### config.mk
export PLATFORM = sky130hd
export DESIGN_NAME = nmr_scan_scheduler
export DESIGN_NICKNAME = d
export VERILOG_FILES = /design/src/rtl/nmr_seq_pkg.sv /design/src/rtl/nmr_seq_timer.sv /design/src/rtl/nmr_scan_scheduler.sv
export SDC_FILE = /design/constraint.sdc
export NUM_CORES = 1
export LEC_CHECK = 0
export BUFFER_PORTS_ARGS = -buffer_cell sky130_fd_sc_hd__buf_2
export CORE_MARGIN = 3
export CORE_UTILIZATION = 41
export DETAILED_ROUTE_END_ITERATION = 10
export GPL_TIMING_DRIVEN = 0
export MAX_ROUTING_LAYER = met4
export PLACE_DENSITY_LB_ADDON = 0.15
export SKIP_CTS_REPAIR_TIMING = 1
export SLEW_MARGIN = 20
export SYNTH_ARGS = -nofsm -noshare
export SYNTH_HDL_FRONTEND = slang
export SYNTH_SLANG_ARGS = --single-unit
### constraint.sdc
create_clock -name clk -period 11.9 [get_ports clk]
set_clock_uncertainty 0.15 [all_clocks]
set_input_delay 2.38 -clock clk [delete_from_list [all_inputs] [get_ports clk]]
set_output_delay 2.38 -clock clk [all_outputs]
set_load 0.005 [all_outputs]
### src/rtl/nmr_seq_pkg.sv
// nmr_seq_pkg
// Shared definitions for the NMR multi-scan scheduler:
//   - seq_state_e : scheduler state encoding (3 bits)
//   - STS_*       : bit positions inside the 32-bit PS status word
//   - is_active() : true for the states that make up a running series
package nmr_seq_pkg;

  typedef enum logic [2:0] {
    IDLE    = 3'd0,
    ARM     = 3'd1,
    RUN     = 3'd2,
    RECOVER = 3'd3,
    DONE    = 3'd4,
    ERR     = 3'd5
  } seq_state_e;

  localparam int STS_ERR     = 31;
  localparam int STS_DONE    = 30;
  localparam int STS_BUSY    = 29;
  localparam int STS_IDX_LSB = 0;

  // ARM, RUN and RECOVER together form a series in progress.
  function automatic logic is_active(seq_state_e s);
    return (s == ARM) || (s == RUN) || (s == RECOVER);
  endfunction

endpackage

### src/rtl/nmr_seq_timer.sv
// nmr_seq_timer
// Loadable saturating up-counter with an equality compare. The scheduler
// shares one instance between the ARM hold, the RECOVER delay and the
// RUN timeout, since only one of those phases is ever active.
// Ports:
//   clk      in   system clock
//   rst      in   synchronous active-high reset
//   load_i   in   clear the count to 0 (wins over en_i)
//   en_i     in   increment the count (saturates at all-ones)
//   cmp_i    in   compare value
//   expire_o out  count currently equals cmp_i
module nmr_seq_timer #(
  parameter int CNT_W = 32
) (
  input  logic             clk,
  input  logic             rst,
  input  logic             load_i,
  input  logic             en_i,
  input  logic [CNT_W-1:0] cmp_i,
  output logic             expire_o
);

  logic [CNT_W-1:0] count_q, count_d;

  // Next count: load clears, enable counts up but never wraps past all-ones.
  always_comb begin
    count_d = count_q;
    if (load_i) begin
      count_d = '0;
    end else if (en_i && (count_q != '1)) begin
      count_d = count_q + 1'b1;
    end
  end

  always_ff @(posedge clk) begin
    if (rst) begin
      count_q <= '0;
    end else begin
      count_q <= count_d;
    end
  end

  assign expire_o = (count_q == cmp_i);

endmodule

### src/rtl/nmr_scan_scheduler.sv
// nmr_scan_scheduler
// Multi-scan sequencer sitting above the NMR acquisition FSM. For each of
// nb_scans scans it holds the acquisition FSM in soft reset for ARM_CYCLES,
// starts it, waits for its done flag (with optional timeout), then waits
// the repetition delay before re-arming.
// Ports:
//   clk, rst          clock and synchronous active-high reset
//   start, abort      one-cycle control pulses (abort wins)
//   cfg_nb_scans      number of scans (0 = none), latched on start
//   cfg_tr_cycles     recovery delay between scans, latched on start
//   cfg_timeout       per-scan acq_done timeout (0 = disabled), latched
//   cfg_phase_en      enables phase cycling, latched
//   acq_done          sticky done level from the acquisition FSM
//   acq_soft_rst_n    active-low soft reset to the acquisition FSM
//   acq_start         start level to the acquisition FSM
//   phase_sel         phase-cycle index for the generator
//   scan_idx          current scan index / completed scan count
//   scan_done         one-cycle pulse per completed scan
//   busy, done, error series status (done and error are sticky)
//   sts               {error, done, busy, 13'b0, scan_idx}
module nmr_scan_scheduler
  import nmr_seq_pkg::*;
#(
  parameter int CNT_W      = 32,
  parameter int SCAN_W     = 16,
  parameter int ARM_CYCLES = 4
) (
  input  logic              clk,
  input  logic              rst,
  input  logic              start,
  input  logic              abort,
  input  logic [SCAN_W-1:0] cfg_nb_scans,
  input  logic [CNT_W-1:0]  cfg_tr_cycles,
  input  logic [CNT_W-1:0]  cfg_timeout,
  input  logic              cfg_phase_en,
  input  logic              acq_done,
  output logic              acq_soft_rst_n,
  output logic              acq_start,
  output logic [1:0]        phase_sel,
  output logic [SCAN_W-1:0] scan_idx,
  output logic              scan_done,
  output logic              busy,
  output logic              done,
  output logic              error,
  output logic [31:0]       sts
);

  seq_state_e state_q, state_d;

  logic [SCAN_W-1:0] scan_idx_q, scan_idx_d;
  logic              scan_done_q, scan_done_d;
  logic              done_q, done_d;
  logic              error_q, error_d;

  // Configuration snapshot taken on the accepted start.
  logic [SCAN_W-1:0] nb_q, nb_d;
  logic [CNT_W-1:0]  tr_q, tr_d;
  logic [CNT_W-1:0]  tmo_q, tmo_d;
  logic              phase_en_q, phase_en_d;

  logic             timer_load;
  logic             timer_en;
  logic [CNT_W-1:0] timer_cmp;
  logic             timer_expire;

  // One extra bit so the "last scan" compare can never wrap.
  logic [SCAN_W:0] idx_inc;

  assign idx_inc = {1'b0, scan_idx_q} + 1'b1;

  // Compare value for the shared timer, chosen by the phase it is timing.
  // Each value is "length - 1" because the count starts at 0 on entry.
  always_comb begin
    timer_cmp = '0;
    case (state_q)
      ARM:     timer_cmp = CNT_W'(ARM_CYCLES - 1);
      RUN:     timer_cmp = tmo_q - 1'b1;
      RECOVER: timer_cmp = (tr_q == '0) ? '0 : (tr_q - 1'b1);
      default: timer_cmp = '0;
    endcase
  end

  // Next-state logic. Abort dominates everything; a start is only honoured
  // when no series is running. In RUN, acq_done is checked before the
  // timeout so a simultaneous done/expiry counts as a successful scan.
  always_comb begin
    state_d     = state_q;
    scan_idx_d  = scan_idx_q;
    scan_done_d = 1'b0;
    done_d      = done_q;
    error_d     = error_q;
    nb_d        = nb_q;
    tr_d        = tr_q;
    tmo_d       = tmo_q;
    phase_en_d  = phase_en_q;

    if (abort) begin
      state_d = IDLE;
    end else begin
      case (state_q)
        IDLE, DONE, ERR: begin
          if (start) begin
            nb_d       = cfg_nb_scans;
            tr_d       = cfg_tr_cycles;
            tmo_d      = cfg_timeout;
            phase_en_d = cfg_phase_en;
            error_d    = 1'b0;
            scan_idx_d = '0;
            if (cfg_nb_scans == '0) begin
              state_d = DONE;
              done_d  = 1'b1;
            end else begin
              state_d = ARM;
              done_d  = 1'b0;
            end
          end
        end
        ARM: begin
          if (timer_expire) begin
            state_d = RUN;
          end
        end
        RUN: begin
          if (acq_done) begin
            scan_done_d = 1'b1;
            scan_idx_d  = idx_inc[SCAN_W-1:0];
            if (idx_inc >= {1'b0, nb_q}) begin
              state_d = DONE;
              done_d  = 1'b1;
            end else begin
              state_d = RECOVER;
            end
          end else if ((tmo_q != '0) && timer_expire) begin
            state_d = ERR;
            error_d = 1'b1;
          end
        end
        RECOVER: begin
          if (timer_expire) begin
            state_d = ARM;
          end
        end
        default: state_d = IDLE;
      endcase
    end
  end

  // The timer restarts from 0 on every state change and counts only while
  // a series is active, so each timed phase measures from its own entry.
  assign timer_load = (state_d != state_q);
  assign timer_en   = is_active(state_q);

  nmr_seq_timer #(
    .CNT_W(CNT_W)
  ) u_timer (
    .clk     (clk),
    .rst     (rst),
    .load_i  (timer_load),
    .en_i    (timer_en),
    .cmp_i   (timer_cmp),
    .expire_o(timer_expire)
  );

  always_ff @(posedge clk) begin
    if (rst) begin
      state_q     <= IDLE;
      scan_idx_q  <= '0;
      scan_done_q <= 1'b0;
      done_q      <= 1'b0;
      error_q     <= 1'b0;
      nb_q        <= '0;
      tr_q        <= '0;
      tmo_q       <= '0;
      phase_en_q  <= 1'b0;
    end else begin
      state_q     <= state_d;
      scan_idx_q  <= scan_idx_d;
      scan_done_q <= scan_done_d;
      done_q      <= done_d;
      error_q     <= error_d;
      nb_q        <= nb_d;
      tr_q        <= tr_d;
      tmo_q       <= tmo_d;
      phase_en_q  <= phase_en_d;
    end
  end

  // The acquisition FSM only leaves reset while scanning or recovering;
  // keeping it out of reset in RECOVER lets it finish its own wind-down.
  assign acq_soft_rst_n = (state_q == RUN) || (state_q == RECOVER);
  assign acq_start      = (state_q == RUN);
  assign busy           = is_active(state_q);
  assign done           = done_q;
  assign error          = error_q;
  assign scan_done      = scan_done_q;
  assign scan_idx       = scan_idx_q;
  assign phase_sel      = phase_en_q ? scan_idx_q[1:0] : 2'b00;

  always_comb begin
    sts                              = '0;
    sts[STS_ERR]                     = error_q;
    sts[STS_DONE]                    = done_q;
    sts[STS_BUSY]                    = busy;
    sts[STS_IDX_LSB +: SCAN_W]       = scan_idx_q;
  end

endmodule

Word level (Yosys, flattened, before mapping) --
Cells that the tools add are included.
Cells by class: magnitude comparators 1, multiplexer cells 25, multiply operators 0, div/mod/pow operators 0, bitwise gates (word level) 2, add/subtract/negate cells 4, reductions and logical operators 17, eq/ne operators 13, shift operators 0
Operators with widths (number):
- 32-bit one-hot mux with 3 select lines | 1
- 32-bit by 1-bit subtractor with 32-bit output, second input constant | 2
- 32-bit by 1-bit adder with 32-bit output, second input constant | 1
- 32-bit equality test | 1
- 32-bit zero test | 1
- 16-bit two-way mux | 2
- 32-bit two-way mux | 1
- 32-bit != test, second input constant | 1
- 16-bit one-hot mux with 2 select lines | 1
- 32-bit nonzero test | 1
- 3-bit two-way mux | 8
- 16-bit by 1-bit adder with 17-bit output, second input constant | 1
- 17-bit by 16-bit greater-or-equal comparator with 1-bit output | 1
- 16-bit zero test | 1
- 3-bit one-hot mux with 4 select lines | 1
- 5-bit AND reduction | 2
- 1-bit two-way mux | 8
- 3-bit by 2-bit equality test with 1-bit output, second input constant | 2
- 3-bit equality test, second input constant | 2
- 2-bit != test, second input constant | 3
- 3-bit OR reduction | 2
- 2-bit by 1-bit != test with 1-bit output, second input constant | 2
- 1-bit one-hot mux with 2 select lines | 2
- 4-bit AND reduction | 1
- 10 further kinds | 14
Word-level totals: bits in writable memories 0, bits in registers 135, logic and storage cells 72, memory bits (read-only) 0, output and inout port bits 56, memories 0, input bits 86, latch bits 0

Logic depth before layout (Yosys ltp) --
Gate-level depths: netlist of run 1.
depth in word-level cells 11, mapped depth 20, gate-level depth less buffers 19

Hierarchy --
A second synthesis of run 1 with hierarchy kept.
Unflattened totals: cell total of the unflattened synthesis 1104, area, all modules 8449.4 um2
Modules (own cells, without submodules):
- nmr_scan_scheduler | cells an instance 856, area an instance 6338.6 um2, sequential area each 2062.0 um2, instances 1
- nmr_seq_timer | cells an instance 248, area an instance 2110.8 um2, sequential area each 640.6 um2, instances 1

Worst setup path before layout of run 1 --
Ideal clock, no wire load.
path type input -> register, start in abort, end reg u_timer.count_q[0], arrival 4156 ps, buffers on the path 2, path slack 7476 ps, library setup time 119 ps, data required time 11631 ps, cell stages on the path 9, path through clkbuf_1 > nor3_1 > o21ai_1 > nor2_1 > and2_1 > nor3_1 > a21oi_2 > buf_6 > nor3_1
Between the ends: word-level cells in the longest chain between the ends 3
Ends and longest elaborated chain:
- start: declaration | RTL line nmr_scan_scheduler.sv:31 | input logic abort,
- 3-bit two-way mux | RTL line nmr_scan_scheduler.sv:97 | if (abort) begin
- 3-bit != test | RTL line nmr_scan_scheduler.sv:150 | assign timer_load = (state_d != state_q);
- 2-bit OR reduction (no source line)
- end signal: assignment | RTL line nmr_seq_timer.sv:39 | count_q <= count_d;
- end: declaration | RTL line nmr_seq_timer.sv:23 | logic [CNT_W-1:0] count_q, count_d;
No other way between the ends. A chain may end at the register's enable or synchronous reset.

Worst setup path in the final report of run 1 --
start reg state_q[1], end out acq_start
Between the ends: word-level cells in the longest chain between the ends 1
Ends and longest elaborated chain:
- start: declaration | RTL line nmr_scan_scheduler.sv:48 | seq_state_e state_q, state_d;
- start signal: assignment | RTL line nmr_scan_scheduler.sv:176 | state_q <= state_d;
- 3-bit by 2-bit equality test with 1-bit output | RTL line nmr_scan_scheduler.sv:191 | assign acq_start = (state_q == RUN);
- end: declaration | RTL line nmr_scan_scheduler.sv:38 | output logic acq_start,
No other way between the ends.

==> metrics.yaml, run 1 <==
ys_seq_area_frac: 0.311
synth-edff-count: 0
setup.worst_path.end_class: "primary output"
peakVddDrop_mv: 0.0772
path_cells: "or3b_2 > inv_1 > clkbuf_1 > clkbuf_1 > clkbuf_1 > buf_2"
rsz0062_at_grt: "false"
netlist_top_cells_count: "213 x nand2_1, 135 x dfxtp_1, 115 x a21oi_1"
netlist_area_mm2: 0.00870
vias: 8952
worstPathRequired_ns: 9.37
routed_wl_um: 27400
ctsLongestPathBuffers: 2
syn2layout_area_growth_pct: 18.8
cts.clk_slew.worst_paths_ns: 0.07
total_power_uw: 1330
slew_headroom: 0.360
ioPinCount: 142
htree_levels: 4
fin_crit_ns: 5.69
synthCells: 1177
ant_nets: 0
worst_slew_pin_slew_ns: 0.960
p_per_area_mw_per_mm2: 129
maxCapViolations: 0
clk_latency_ns: 0.43
yosys_most_used_dff: "dfxtp_1"
synth.top_cells.by_area: "dfxtp_1 31%, nand2_1 9.2%, a21oi_1 6.6%, xnor2_1 5.2%, xor2_1 4.3%"
finalSetupTns_ns: 0
arrival_ns: 3.16
grt-ovfl-total: 0
async_flop_share: 0
yosysMostFrequentCell: "nand2_1"
status: "completed"
nNetsFinal: 1440
row_count: 52
start_kind: "flop"
hpwlAfterDp_um: 21400
hold_violations: 0
holdWs_ns: 0.305
cts_tree: "yes"
fill_cells: 2165
drive_gt1_frac: 0.160
cp_common_cell: "clkbuf_1"
cts_buffers: 17
die_h_um: 152
ys_warn_count: 0
setup_viol: 0
coreArea_mm2: 0.0206
start_util: 0.423
fin_crit_sh: 0.478
yosysTopAreaCellShare: 0.311
cts.sinks: 135
register_area_mm2: 0.00270
avgSynthCellArea_um2: 7.39
leakagePower_uw: 0.00422
timing.final.max_slew_violations: 0
dieWidth_um: 152
cp_max_fo: 10
fmax_mhz: 176
n_antenna_cell: 0
multi_input_area_mm2: 0.00542
slowest_stage: "or3b_2"
stdcell_count: 1616
path_class: "flop to primary output"
drt_pass1_iterations: 5
grt_antenna_before_repair: 0
clock-root-buffer: "clkbuf_16"
via_per_inst: 5.54
portBuffers: 125
max_stage_delay_ns: 0.56
synth_top_area_cell: "dfxtp_1"
dp_cells: 1584
synth-seq-cells: 135
track_usage: 0.245
grt_start_max_net_pins: 17
synth_cell_type_count: 70
drc: 0
drtIter0Drc: 642
hold_class: "flop to flop"
place_congestion: 0.943
first_global_vias: 8121
avgRoutedWirePerCell_um: 17.0
die_area_mm2: 0.0230
grt_pass1_wl_um: 43100
worst max-delay path: cells and delay by family (launching register included):
| family | cells | cell delay (ns) |
|---|---|---|
| buffers and inverters | 5 | 1.74 |
| and+or+nand+nor | 1 | 0.56 |
| DFF | 1 | 0.44 |
registers in the layout (all words and copies together) (netlist names), 3 cells and up:
signal and flops:
nb_q 16, u_timer.count_q 32, tr_q 32, tmo_q 32, scan_idx 16, state_q 3
stage by stage:
| step | instance area [µm²] | util | worst slack, ns |
|---|---|---|---|
| final | 10300 | 0.503 | 6.21 |
| after global routing | 10300 | 0.503 | 6.09 |
| after CTS | 10300 | 0.503 | 6.25 |
| after detailed placement | 9710 | 0.472 | 6.60 |
| after global placement | 9710 | 0.472 | 6.59 |
| after floorplan | 8740 | - | 7.48 |
layout make-up:
class	count	share of cell area
Clock inverter	14	0.0182
Tap cell	270	0.0327
Clock buffer	18	0.0425
Multi-Input combinational cell	928	0.524
Sequential cell	135	0.262
Buffer	95	0.0492
Inverter	31	0.0113
Timing Repair Buffer	125	0.0605
path summary, 6_finish.rpt:
path              startpoint             endpoint  slack [ns]  cells past startpoint
setup / recovery  state_q[1]            acq_start        6.21                      6
hold / removal      nb_q[10]             nb_q[10]        0.30                      2
setup reg to reg     tr_q[2]  u_timer.count_q[24]        6.64                     14
hold reg to reg     nb_q[10]             nb_q[10]        0.30                      2
metal layers:
metal	GRT usage	wire, µm	up-vias
li1	-	-	4449
met1	0.346	13100	4164
met2	0.349	11700	302
met3	0.0592	2030	37
met4	0.0710	560	0
met5	-	0	-
cells by family after synthesis:
family / share of synthesized area
mux: 0.00590
simple gates: 0.309
compound gates: 0.177
flops: 0.311
xor+xnor: 0.0956
other cells: 0.000431
fa+ha+maj: 0.0302
buf+inv: 0.0718
report_power, final:
group          leakage [µW]  internal [µW]  switching, µW
Combinational       0.00283            101            172
Clock              0.000298            342            229
Sequential          0.00110            467           19.7
cell usage in the layout (no fill, tap or decap), types with 9 or more instances in the layout:
cell / instances
nand2_1: 213
nor4_1: 32
buf_4: 32
xor2_1: 43
a21oi_1: 115
ha_1: 21
and3_1: 19
xnor2_1: 52
or3_1: 12
conb_1: 13
nand4_1: 21
nor2_1: 75
o22ai_1: 13
dfxtp_1: 135
and2_1: 11
inv_1: 31
nor2b_1: 9
nor3_1: 67
nand2b_1: 10
o21ai_0: 33
nand3_1: 30
or4_1: 21
clkbuf_1: 53
clkbuf_16: 17
buf_2: 130
Note: power is estimated with default switching activity, not from simulation.
==> run 2: changes to the inputs <==
Clock period 11.9 ns to 5.1 ns, I/O delays scaled along.
==> metrics.yaml, run 2 (same netlist as run 1, synthesis figures left out) <==
start_kind: "flop"  # unchanged
portBuffers: 125  # unchanged
nNetsFinal: 1441  # was 1,440
ant_nets: 0  # unchanged
drtIter0Drc: 664  # was 642
via_per_inst: 5.56  # was 5.54
grt_antenna_before_repair: 0  # unchanged
drive_gt1_frac: 0.168  # was 0.160
drc: 0  # unchanged
ctsLongestPathBuffers: 2  # unchanged
grt-busiest-layer: "met2"  # unchanged
fin_crit_ns: 4.91
worstPathRequired_ns: 5.27  # was 9.37 ns
rrSetupSlack_ns: 0.19  # was 6.64 ns
layout_commonest_cell: "nand2_1"  # unchanged
setup_viol: 0  # unchanged
cts_tree: "yes"  # unchanged
cts.clk_slew.worst_paths_ns: 0.07  # about the same
fin_crit_sh: 0.962
grt.met2_usage: 0.349  # unchanged
grt_start_max_net_pins: 17  # unchanged
final_cell_mix: "212 x nand2_1, 134 x dfxtp_1, 127 x buf_2"  # was 213 x nand2_1, 135 x dfxtp_1, 130 x buf_2
crit_family: "compound AO/OA/AOI/OAI gates"  # was buffers and inverters
worst_slew_pin_slew_ns: 0.928  # was 0.960 ns
path_cells: "nor4_2 > and4b_1 > clkbuf_1 > a31o_2 > clkbuf_1 > o22ai_1 > xor2_1 > a2111oi_0 > nand4_1 > nor4_4 > buf_4 > nand4_1 > a21oi_2 > buf_6 > nor3_1"  # was or3b_2 > inv_1 > clkbuf_1 > clkbuf_1 > clkbuf_1 > buf_2
grt-ovfl-total: 0  # unchanged
slowest_stage: "a2111oi_0"  # was or3b_2
vias: 8998  # was 8,952
reg2reg_to: "u_timer.count_q[24]"  # unchanged
hpwlAfterDp_um: 21400  # unchanged
met1_usage: 0.346  # unchanged
n_antenna_cell: 0  # unchanged
htree_levels: 4  # unchanged
reg2reg_depth: 15  # was 14
setup.worst_path.end_class: "flop"  # was primary output
holdPathStages: 2  # unchanged
grt_pass1_wl_um: 43100  # unchanged
timing.final.max_slew_violations: 0  # unchanged
r2r_start: "tr_q[2]"  # unchanged
holdPathEnd: "nb_q[10]"  # unchanged
die_area_mm2: 0.0230  # unchanged
hold_class: "flop to flop"  # unchanged
clk_latency_ns: 0.44  # was 0.43 ns
arrival_ns: 5.07  # was 3.16 ns
hold_violations: 0  # unchanged
track_usage: 0.245  # unchanged
place_congestion: 0.943  # unchanged
peakVddDrop_mv: 0.181  # was 0.0772 mV
dieWidth_um: 152  # unchanged
row_count: 52  # unchanged
clock-root-buffer: "clkbuf_16"  # unchanged
first_global_vias: 8121  # unchanged
drt_pass1_iterations: 5  # unchanged
cts_buffers: 17  # unchanged
die_h_um: 152  # unchanged
routed_wl_um: 27600  # was 27,400 µm
path_class: "flop to flop"  # was flop to primary output
cp_max_fo: 10  # unchanged
max_stage_delay_ns: 0.73  # was 0.56 ns
cts.sinks: 135  # unchanged
final_core_util: 0.507  # was 0.503
reg.largest.list: "tmo_q (32), tr_q (32), u_timer.count_q (32)"  # unchanged
path_buf_inv: 4  # was 5
ioPinCount: 142  # unchanged
avgRoutedWirePerCell_um: 17.0  # about the same
fmax_mhz: 204
status: "completed"  # unchanged
maxCapViolations: 0  # unchanged
syn2layout_area_growth_pct: 19.8  # was 18.8%
coreArea_mm2: 0.0206  # unchanged
slew_headroom: 0.381  # was 0.360
finalSetupTns_ns: 0  # unchanged
p_per_area_mw_per_mm2: 300  # was 129 mW/mm²
globalRouteMet3Util: 0.0592  # unchanged
leakagePower_uw: 0.00426  # was 0.00422 µW
hold_start: "nb_q[10]"  # unchanged
start_util: 0.423  # unchanged
## run 2: layout make-up
class / count / area [µm²]
timing repair buffer: 126 / 633
sequential: 135 / 2700
inverter: 31 / 116
clock buffer: 18 / 439
tap: 270 / 338
fill: 2154 / 10100
clock inverter: 14 / 188
multi-input combinational: 928 / 5490
buffer: 95 / 515
## run 2: stage by stage
step	power [µW]	cells	setup WS, ns	hold slack, ns	area (µm²)
6_report	3120	1617	0.195	0.305	10400
5_1_grt	3250	1617	-0.0167	0.318	10400
4_1_cts	3110	1616	-0.0792	0.307	10300
3_5_place_dp	1780	1584	-0.0262	0.298	9710
3_3_place_gp	1780	1584	-0.0106	0.293	9710
2_1_floorplan	1580	1189	0.885	0.286	8740
## run 2: power breakdown
group          internal, µW  switching (µW)  total, µW
clock                   797             537       1330
sequential             1090            46.7       1140
combinational           245             409        653
total                  2130             992       3120
## run 2: worst max-delay path by stage
stage / startpoint / endpoint / slack [ns] / depth (start not counted)
floorplan: tmo_q[6] / u_timer.count_q[0] / 0.88 / 15
global placement: tr_q[2] / u_timer.count_q[29] / -0.01 / 14
detailed placement: tr_q[2] / u_timer.count_q[27] / -0.03 / 14
CTS: tr_q[2] / u_timer.count_q[24] / -0.08 / 14
global route: tr_q[2] / u_timer.count_q[24] / -0.02 / 15
finish: tr_q[2] / u_timer.count_q[24] / 0.19 / 15
## run 2: layer usage
| metal | share of wire | up-vias |
|---|---|---|
| met3 | 0.077 | 35 |
| met5 | 0 | - |
| met1 | 0.47 | 4222 |
| met4 | 0.021 | 0 |
| li1 | - | 4455 |
| met2 | 0.43 | 286 |
## run 2: worst min-delay path, delay by kind of cell (launching register included)
kind,cells,cell delay [ns]
compound gates,1,0.05
flops,1,0.31
simple gates,1,0.05
